## src/rtl/fetch_execute_sequencer.sv

```systemverilog
// Multi-cycle fetch/decode/execute controller for a 16-bit accumulator machine.
// Memory reads are synchronous (data returns one cycle after the address);
// the ALU sits outside the block and is driven from AC and mem_rdata.
module fetch_execute_sequencer #(
   parameter logic [11:0] RESET_PC = 12'h000
) (
   input  logic        clk,
   input  logic        reset,
   input  logic        start,
   output logic [15:0] mem_addr,
   output logic [15:0] mem_wdata,
   output logic        mem_we,
   input  logic [15:0] mem_rdata,
   output logic [3:0]  alu_opcode,
   output logic [15:0] alu_a,
   output logic [15:0] alu_b,
   input  logic [15:0] alu_result,
   output logic [15:0] acc_out,
   output logic [11:0] pc_out,
   output logic        busy,
   output logic        halted
);

   localparam int unsigned DATA_W = 16;
   localparam int unsigned ADDR_W = 12;
   localparam int unsigned OP_W   = 4;

   localparam logic [OP_W-1:0] OP_LOAD  = 4'h0;
   localparam logic [OP_W-1:0] OP_STORE = 4'h1;
   localparam logic [OP_W-1:0] OP_ADD   = 4'h2;
   localparam logic [OP_W-1:0] OP_SUB   = 4'h3;
   localparam logic [OP_W-1:0] OP_AND   = 4'h4;
   localparam logic [OP_W-1:0] OP_OR    = 4'h5;
   localparam logic [OP_W-1:0] OP_XOR   = 4'h6;
   localparam logic [OP_W-1:0] OP_SHL   = 4'h7;
   localparam logic [OP_W-1:0] OP_SHR   = 4'h8;
   localparam logic [OP_W-1:0] OP_JMP   = 4'h9;
   localparam logic [OP_W-1:0] OP_JZ    = 4'hA;
   localparam logic [OP_W-1:0] OP_CLR   = 4'hB;
   localparam logic [OP_W-1:0] OP_HALT  = 4'hF;

   localparam logic [OP_W-1:0] ALU_ADD = 4'b0000;
   localparam logic [OP_W-1:0] ALU_SUB = 4'b0001;
   localparam logic [OP_W-1:0] ALU_AND = 4'b1000;
   localparam logic [OP_W-1:0] ALU_OR  = 4'b1001;
   localparam logic [OP_W-1:0] ALU_XOR = 4'b1010;
   localparam logic [OP_W-1:0] ALU_SHL = 4'b0100;
   localparam logic [OP_W-1:0] ALU_SHR = 4'b0101;

   typedef enum logic [2:0] {
      S_IDLE,
      S_FETCH,
      S_DECODE,
      S_MREAD,
      S_MWRITE,
      S_EXEC,
      S_HALTED
   } state_t;

   state_t              state_q, state_d;
   logic [ADDR_W-1:0]   pc_q, pc_d;
   logic [DATA_W-1:0]   ir_q, ir_d;
   logic [DATA_W-1:0]   ac_q, ac_d;
   logic [OP_W-1:0]     ir_op;
   logic [ADDR_W-1:0]   ir_addr;

   assign ir_op   = ir_q[DATA_W-1:DATA_W-OP_W];
   assign ir_addr = ir_q[ADDR_W-1:0];

   assign mem_wdata = ac_q;
   assign alu_a     = ac_q;
   assign alu_b     = mem_rdata;
   assign acc_out   = ac_q;
   assign pc_out    = pc_q;

   // State and architectural registers; reset wins over everything in flight.
   always_ff @(posedge clk) begin
      if (reset) begin
         state_q <= S_IDLE;
         pc_q    <= RESET_PC;
         ir_q    <= '0;
         ac_q    <= '0;
      end else begin
         state_q <= state_d;
         pc_q    <= pc_d;
         ir_q    <= ir_d;
         ac_q    <= ac_d;
      end
   end

   // Next-state, datapath updates and state-decoded memory/ALU controls.
   always_comb begin
      state_d    = state_q;
      pc_d       = pc_q;
      ir_d       = ir_q;
      ac_d       = ac_q;
      mem_addr   = {4'b0, ir_addr};
      mem_we     = 1'b0;
      alu_opcode = ALU_ADD;
      busy       = 1'b1;
      halted     = 1'b0;

      case (state_q)
         S_IDLE: begin
            busy     = 1'b0;
            mem_addr = '0;
            if (start) state_d = S_FETCH;
         end
         S_FETCH: begin
            mem_addr = {4'b0, pc_q};
            state_d  = S_DECODE;
         end
         S_DECODE: begin
            ir_d = mem_rdata;
            pc_d = ADDR_W'(pc_q + 12'd1);
            case (mem_rdata[DATA_W-1:DATA_W-OP_W])
               OP_LOAD, OP_ADD, OP_SUB,
               OP_AND, OP_OR, OP_XOR:  state_d = S_MREAD;
               OP_STORE:               state_d = S_MWRITE;
               OP_HALT:                state_d = S_HALTED;
               default:                state_d = S_EXEC;
            endcase
         end
         S_MREAD: begin
            state_d = S_EXEC;
         end
         S_MWRITE: begin
            mem_we  = 1'b1;
            state_d = S_FETCH;
         end
         S_EXEC: begin
            state_d = S_FETCH;
            case (ir_op)
               OP_LOAD: ac_d = mem_rdata;
               OP_ADD: begin alu_opcode = ALU_ADD; ac_d = alu_result; end
               OP_SUB: begin alu_opcode = ALU_SUB; ac_d = alu_result; end
               OP_AND: begin alu_opcode = ALU_AND; ac_d = alu_result; end
               OP_OR:  begin alu_opcode = ALU_OR;  ac_d = alu_result; end
               OP_XOR: begin alu_opcode = ALU_XOR; ac_d = alu_result; end
               OP_SHL: begin alu_opcode = ALU_SHL; ac_d = alu_result; end
               OP_SHR: begin alu_opcode = ALU_SHR; ac_d = alu_result; end
               OP_JMP: pc_d = ir_addr;
               OP_JZ:  if (ac_q == '0) pc_d = ir_addr;
               OP_CLR: ac_d = '0;
               default: ;
            endcase
         end
         S_HALTED: begin
            busy   = 1'b0;
            halted = 1'b1;
         end
         default: begin
            state_d = S_IDLE;
         end
      endcase
   end

endmodule

```

## config.mk

```make
export PLATFORM = sky130hd
export DESIGN_NAME = fetch_execute_sequencer
export DESIGN_NICKNAME = d
export VERILOG_FILES = /design/src/rtl/fetch_execute_sequencer.sv
export SDC_FILE = /design/constraint.sdc
export NUM_CORES = 1
export LEC_CHECK = 0
export CELL_PAD_IN_SITES_DETAIL_PLACEMENT = 0
export CELL_PAD_IN_SITES_GLOBAL_PLACEMENT = 1
export CORE_ASPECT_RATIO = 2
export CORE_MARGIN = 1
export CORE_UTILIZATION = 32
export CTS_BUF_LIST = sky130_fd_sc_hd__clkbuf_4 sky130_fd_sc_hd__clkbuf_8
export CTS_CLUSTER_DIAMETER = 50
export DETAILED_ROUTE_END_ITERATION = 16
export PLACE_DENSITY = 0.95
export REMOVE_ABC_BUFFERS = 1
export SLEW_MARGIN = 25
export SYNTH_ARGS = -nofsm -noshare
export SYNTH_HDL_FRONTEND = slang
export SYNTH_SLANG_ARGS = --single-unit
```

## constraint.sdc

```tcl
create_clock -name clk -period 4.5 [get_ports clk]
set_input_delay 0.9 -clock clk [delete_from_list [all_inputs] [get_ports clk]]
set_output_delay 0.9 -clock clk [all_outputs]
set_load 0.005 [all_outputs]
```

== After elaboration in Yosys (flattened, before gate mapping) ==
Memories as Yosys holds them, arrays and structs flattened.
Index checks and enable logic that the tools add are counted.
Storage, ports and cells
  bits in registers: 47
  bits in read-only memories: 48
  input bits: 35
  word-level logic and storage cells: 49
  memories: 1
Memory list
  (no name shown): depth 16, bits a word 3, rd ports 1, clocked after memory_dff 0, wr ports 0, line 116  | case (mem_rdata[DATA_W-1:DATA_W-OP_W])
Cells by class
  $add $sub $neg: 1
  eq/ne operators: 19
  muxes and demuxes: 12
  bitwise operators: 1
  reduce and logical (&&, ||, !) cells: 11
Operators with widths (number)
  $pmux 12 s2: 3
  $pmux 16 s3: 1
  $pmux 4 s6: 1
  $pmux 3 s6: 1
  $eq 4x3->1 const B: 4
  $eq 4x4->1 const B: 4
  $logic_not 16->1: 1
  $add 12x1->12 const B: 1
  $mux 12: 1
  $eq 3x3->1 const B: 3
  $eq 4x2->1 const B: 2
  $reduce_or 7->1: 1
  $eq 3x2->1 const B: 2
  $logic_not 4->1: 1
  $mux 4: 1
  $reduce_and 2->1: 2
  $reduce_or 2->1: 2
  $eq 3x1->1 const B: 1
  $logic_not 3->1: 1
  $mux 1: 3
  $mux 3: 1
  $ne 3x2->1 const B: 1
  $ne 3x3->1 const B: 1
  $reduce_and 3->1: 1
  4 further kinds: 4

== Logic depth before layout (Yosys ltp) ==
  depth after elaboration: 4
  depth in mapped cells: 8
  depth with buffers taken out: 6

== Least setup slack after synthesis ==
Ideal clock, no wire load.
  path kind: reg2out
  start point: register state_q[2]
  end point: output port mem_addr[0]
  arrival time: 1.327 ns
  slack: 2.273 ns
  stages on the path, launching flop included: 7
  buffers on the path: 3
  cells stage by stage: dfxtp_1 > buf_2 > or2_2 > clkbuf_1 > clkbuf_1 > nand2_1 > o21ai_0
Between the ends
  longest elaborated chain between the ends: 2
RTL lines
  start, declared: line 60  | state_t state_q, state_d;
  start signal, assigned: line 84  | state_q <= state_d;
  $eq 3x1->1 or $logic_not 3->1 (tied branches): line 103  | case (state_q)
  $pmux 12 s2 (*): line 103
  end, declared: line 10  | output logic [15:0] mem_addr,
Every way passes the cells marked *; elsewhere a longest branch is shown, timed or not.

== Final worst setup path ==
  start point: register state_q[0]
  end point: output port alu_opcode[3]
Between the ends
  longest elaborated chain between the ends: 2
RTL lines
  $eq 3x3->1: line 103
  $mux 4: line 103
  end, declared: line 14  | output logic [3:0] alu_opcode,
Every way passes these cells.

==> summary.md <==
| Metric | Value |
|---|---|
| Status | completed |
| Number of synthesized flops with an enable pin | 0 |
| Port-buffer cells | 129 |
| HP Class | reg2reg |
| CTS tree | done |
| Clock Latency Late Sink | 310 ps |
| CTS Root Cell | clkbuf_8 |
| Final setup TNS | 0 ps |
| Slew headroom | 33.4% |
| Vias in the first global route | 2,780 |
| Crit Path Category | reg2out |
| CTS Buf Count | 5 |
| Worst-case clock buffer depth | 2 |
| # nets final | 489 |
| Post-synthesis sequential area ratio | 31.9% |
| Die X | around 70 µm |
| Die Height | 138 µm |
| Synthesized area | 2950 µm² |
| Post_cts resized | 0 |
| Minimum clock period | 3380 ps |
| Starting Density | between 30% and 40% |
| H-tree levels | 2 |
| Max-cap violation count | 0 |
| LEAKAGE | 1.36 nW |
| Worst setup startpoint | state_q[0] |
| Worst EP arrival | 2480 ps |
| Slew Viols, Final | 0 |
| DRC errors left | 0 |
| Max VDD drop | 0.000245 V |
| Hold_sp | ir_q[7] |
| Vias | 2,950 |
| Row count | 49 |
| CP Max Fanout | 19 |
| Measured slew at the worst slew-check pin | 998 ps |
| Most frequent cells in the layout | clkdlybuf4s50_1, nand2_1, dfxtp_1 |
| Top_reg_cell synth | dfxtp_1 |
| Avg WL per Cell | 16.1 µm |
| Die Area | 9640 µm² |
| Leading area contributor after synthesis | dfxtp_1 |
| Slowest CP cell | dfxtp_1 |
| Final setup vio count | 0 |
| Yosys reg bits | 47 |
| Fin Clk Skew | 7.51 ps |
| Post-route ant nets | 0 |
| Total GRT Usage | 18.1% |
| Core Region | 8950 µm² |
| DR top layer | met4 |
| DR iter-0 viols | 180 |
| Critical path's largest stage delay | 870 ps |
| Synth Instances | 392 |
| WHS | 470 ps |
| CP Data Required Time | 3600 ps |
| Diode count | 0 |
| Period Utilization, post-route | 75.0% |
| Setup repair bufs after CTS | 0 |
| IO Pins | around 130 |
| Largest net degree at the start of global routing | 39 |
| Commonest non-fill, non-tap cell in the layout | clkdlybuf4s50_1 |
| Average cell area after synthesis | about 7.5 µm² |
| FF-to-FF Start | state_q[0] |
| Final core utilization | 44.6% |
| Drt via density | 5.31 |
| Critical path, cell by cell | and3_1, nand2_1, a21oi_1, clkdlybuf4s50_1 |
| Initial antenna violation count | 0 |
| PD cells | 239 nW/µm² |
| DR WL met3 | 405 µm |
| Count of cell types in the netlist | 47 |
| Async SR Flop Fraction | 0% |
| Synthesis Warnings | 0 |
| Startpoint Class | flop |
| Hold buffer count at cts | 0 |
| Synth top area share | around a third |
| Met2 wire len | 5.10 mm |
| CTS clk-pin slew, worst paths | ~90 ps |
| # clock sinks | 47 |
| Post-DP HPWL | 6.75 mm |
| M1 WL | 3.28 mm |
| Layout cell share with drive strength beyond 1 | 5.95% |
| Area contributors post-synth | dfxtp_1, buf_4, nand2_1 |
| RSZ-0062 raised after global routing | false |
| Gr ovfl total | 0 |
| Routed WL | 8.92 mm |
| CP Capture Type | output port |
| FMAX | 296 MHz |
| Placer Congestion | 0.788 |
| Synth-to-Final Area Change | 35.1% |
| DR pass1 iterations | 4 |
| Final Hold Viols | 0 |
| First-pass GRT wire length | 13.8 mm |
-- power by group --
part	internal, W	total [W]	switching (W)
Combinational	0.0000866	0.000171	0.0000840
Clock	0.000180	0.000331	0.000151
Sequential	0.000428	0.000452	0.0000234
Total	0.000695	0.000953	0.000258
-- registers in the layout (all words and copies together) (netlist names) --
name     count
acc_out     16
ir_q        16
pc_out      12
state_q      3
-- per-stage QoR --
step           setup slack, ps  std cells  area [µm²]  power [W]
5_1_grt                   1000        556        3990   0.000995
4_1_cts                   1160        556        3990   0.000962
3_5_place_dp              1500        548        3870   0.000632
3_3_place_gp              1520        548        3870   0.000630
6_report                  1120        556        3990   0.000953
2_1_floorplan             2280        315        2440   0.000522
-- worst max-delay path: cells and delay by family, from the launching register on --
| kind | cells | cell delay (ps) |
|---|---|---|
| flip-flops | 1 | 870 |
| AND/OR/NAND/NOR | 2 | 570 |
| buffers and inverters | 1 | 540 |
| AO/OA/AOI/OAI | 1 | 180 |
-- metal layers --
layer | global-route usage (%) | vias to the layer above
met1 | 18.9 | 1398
met5 | 0 | -
met4 | 6.00 | 0
met3 | 2.11 | 8
li1 | - | 1431
met2 | 36.4 | 113
-- worst paths after layout --
check / endpoint / slack [ps] / cells past startpoint
worst max-delay path: alu_opcode[3] / 1120 / 4
worst min-delay path: ir_q[7] / 470 / 2
worst max register to register: pc_out[2] / 1600 / 5
worst min register to register: ir_q[7] / 470 / 2
-- Yosys cell counts, drive strengths merged (3+ instances only) --
cell and n:
buf 62, nor4 4, a221oi 17, dfxtp 47
nor2 25, and3 3, nand2b 8, nand4 4
clkbuf 18, o211ai 3, o21ai 20, nor3 20
nand3 10, nand2 68, inv 3, xor2 4
a21oi 33, a211oi 5, xnor2 4, or2 6
-- layout make-up --
cell class	instances	area (µm²)
multi-input combinational	265	1490
sequential	47	941
fill	906	4960
timing repair buffer	131	1300
tap	102	128
clock buffer	6	82.6
clock inverter	2	35.0
inverter	3	11.3
-- cell families (layout without fill, tap and decap cells) --
family                     Yosys count  in the layout  share of synthesized area, %
other                                1              4                         0.127
DFF                                 47             47                          31.9
AOI/OAI and AO/OA                   91             91                          20.9
muxes                                2              2                         0.678
xor gates and xnor gates             8              8                          2.37
and+or+nand+nor                    159            159                          25.6
buffers and inverters               83            142                          18.0
adders and majority gates            1              1                         0.423
No activity file was read; power rests on OpenSTA's default activity.
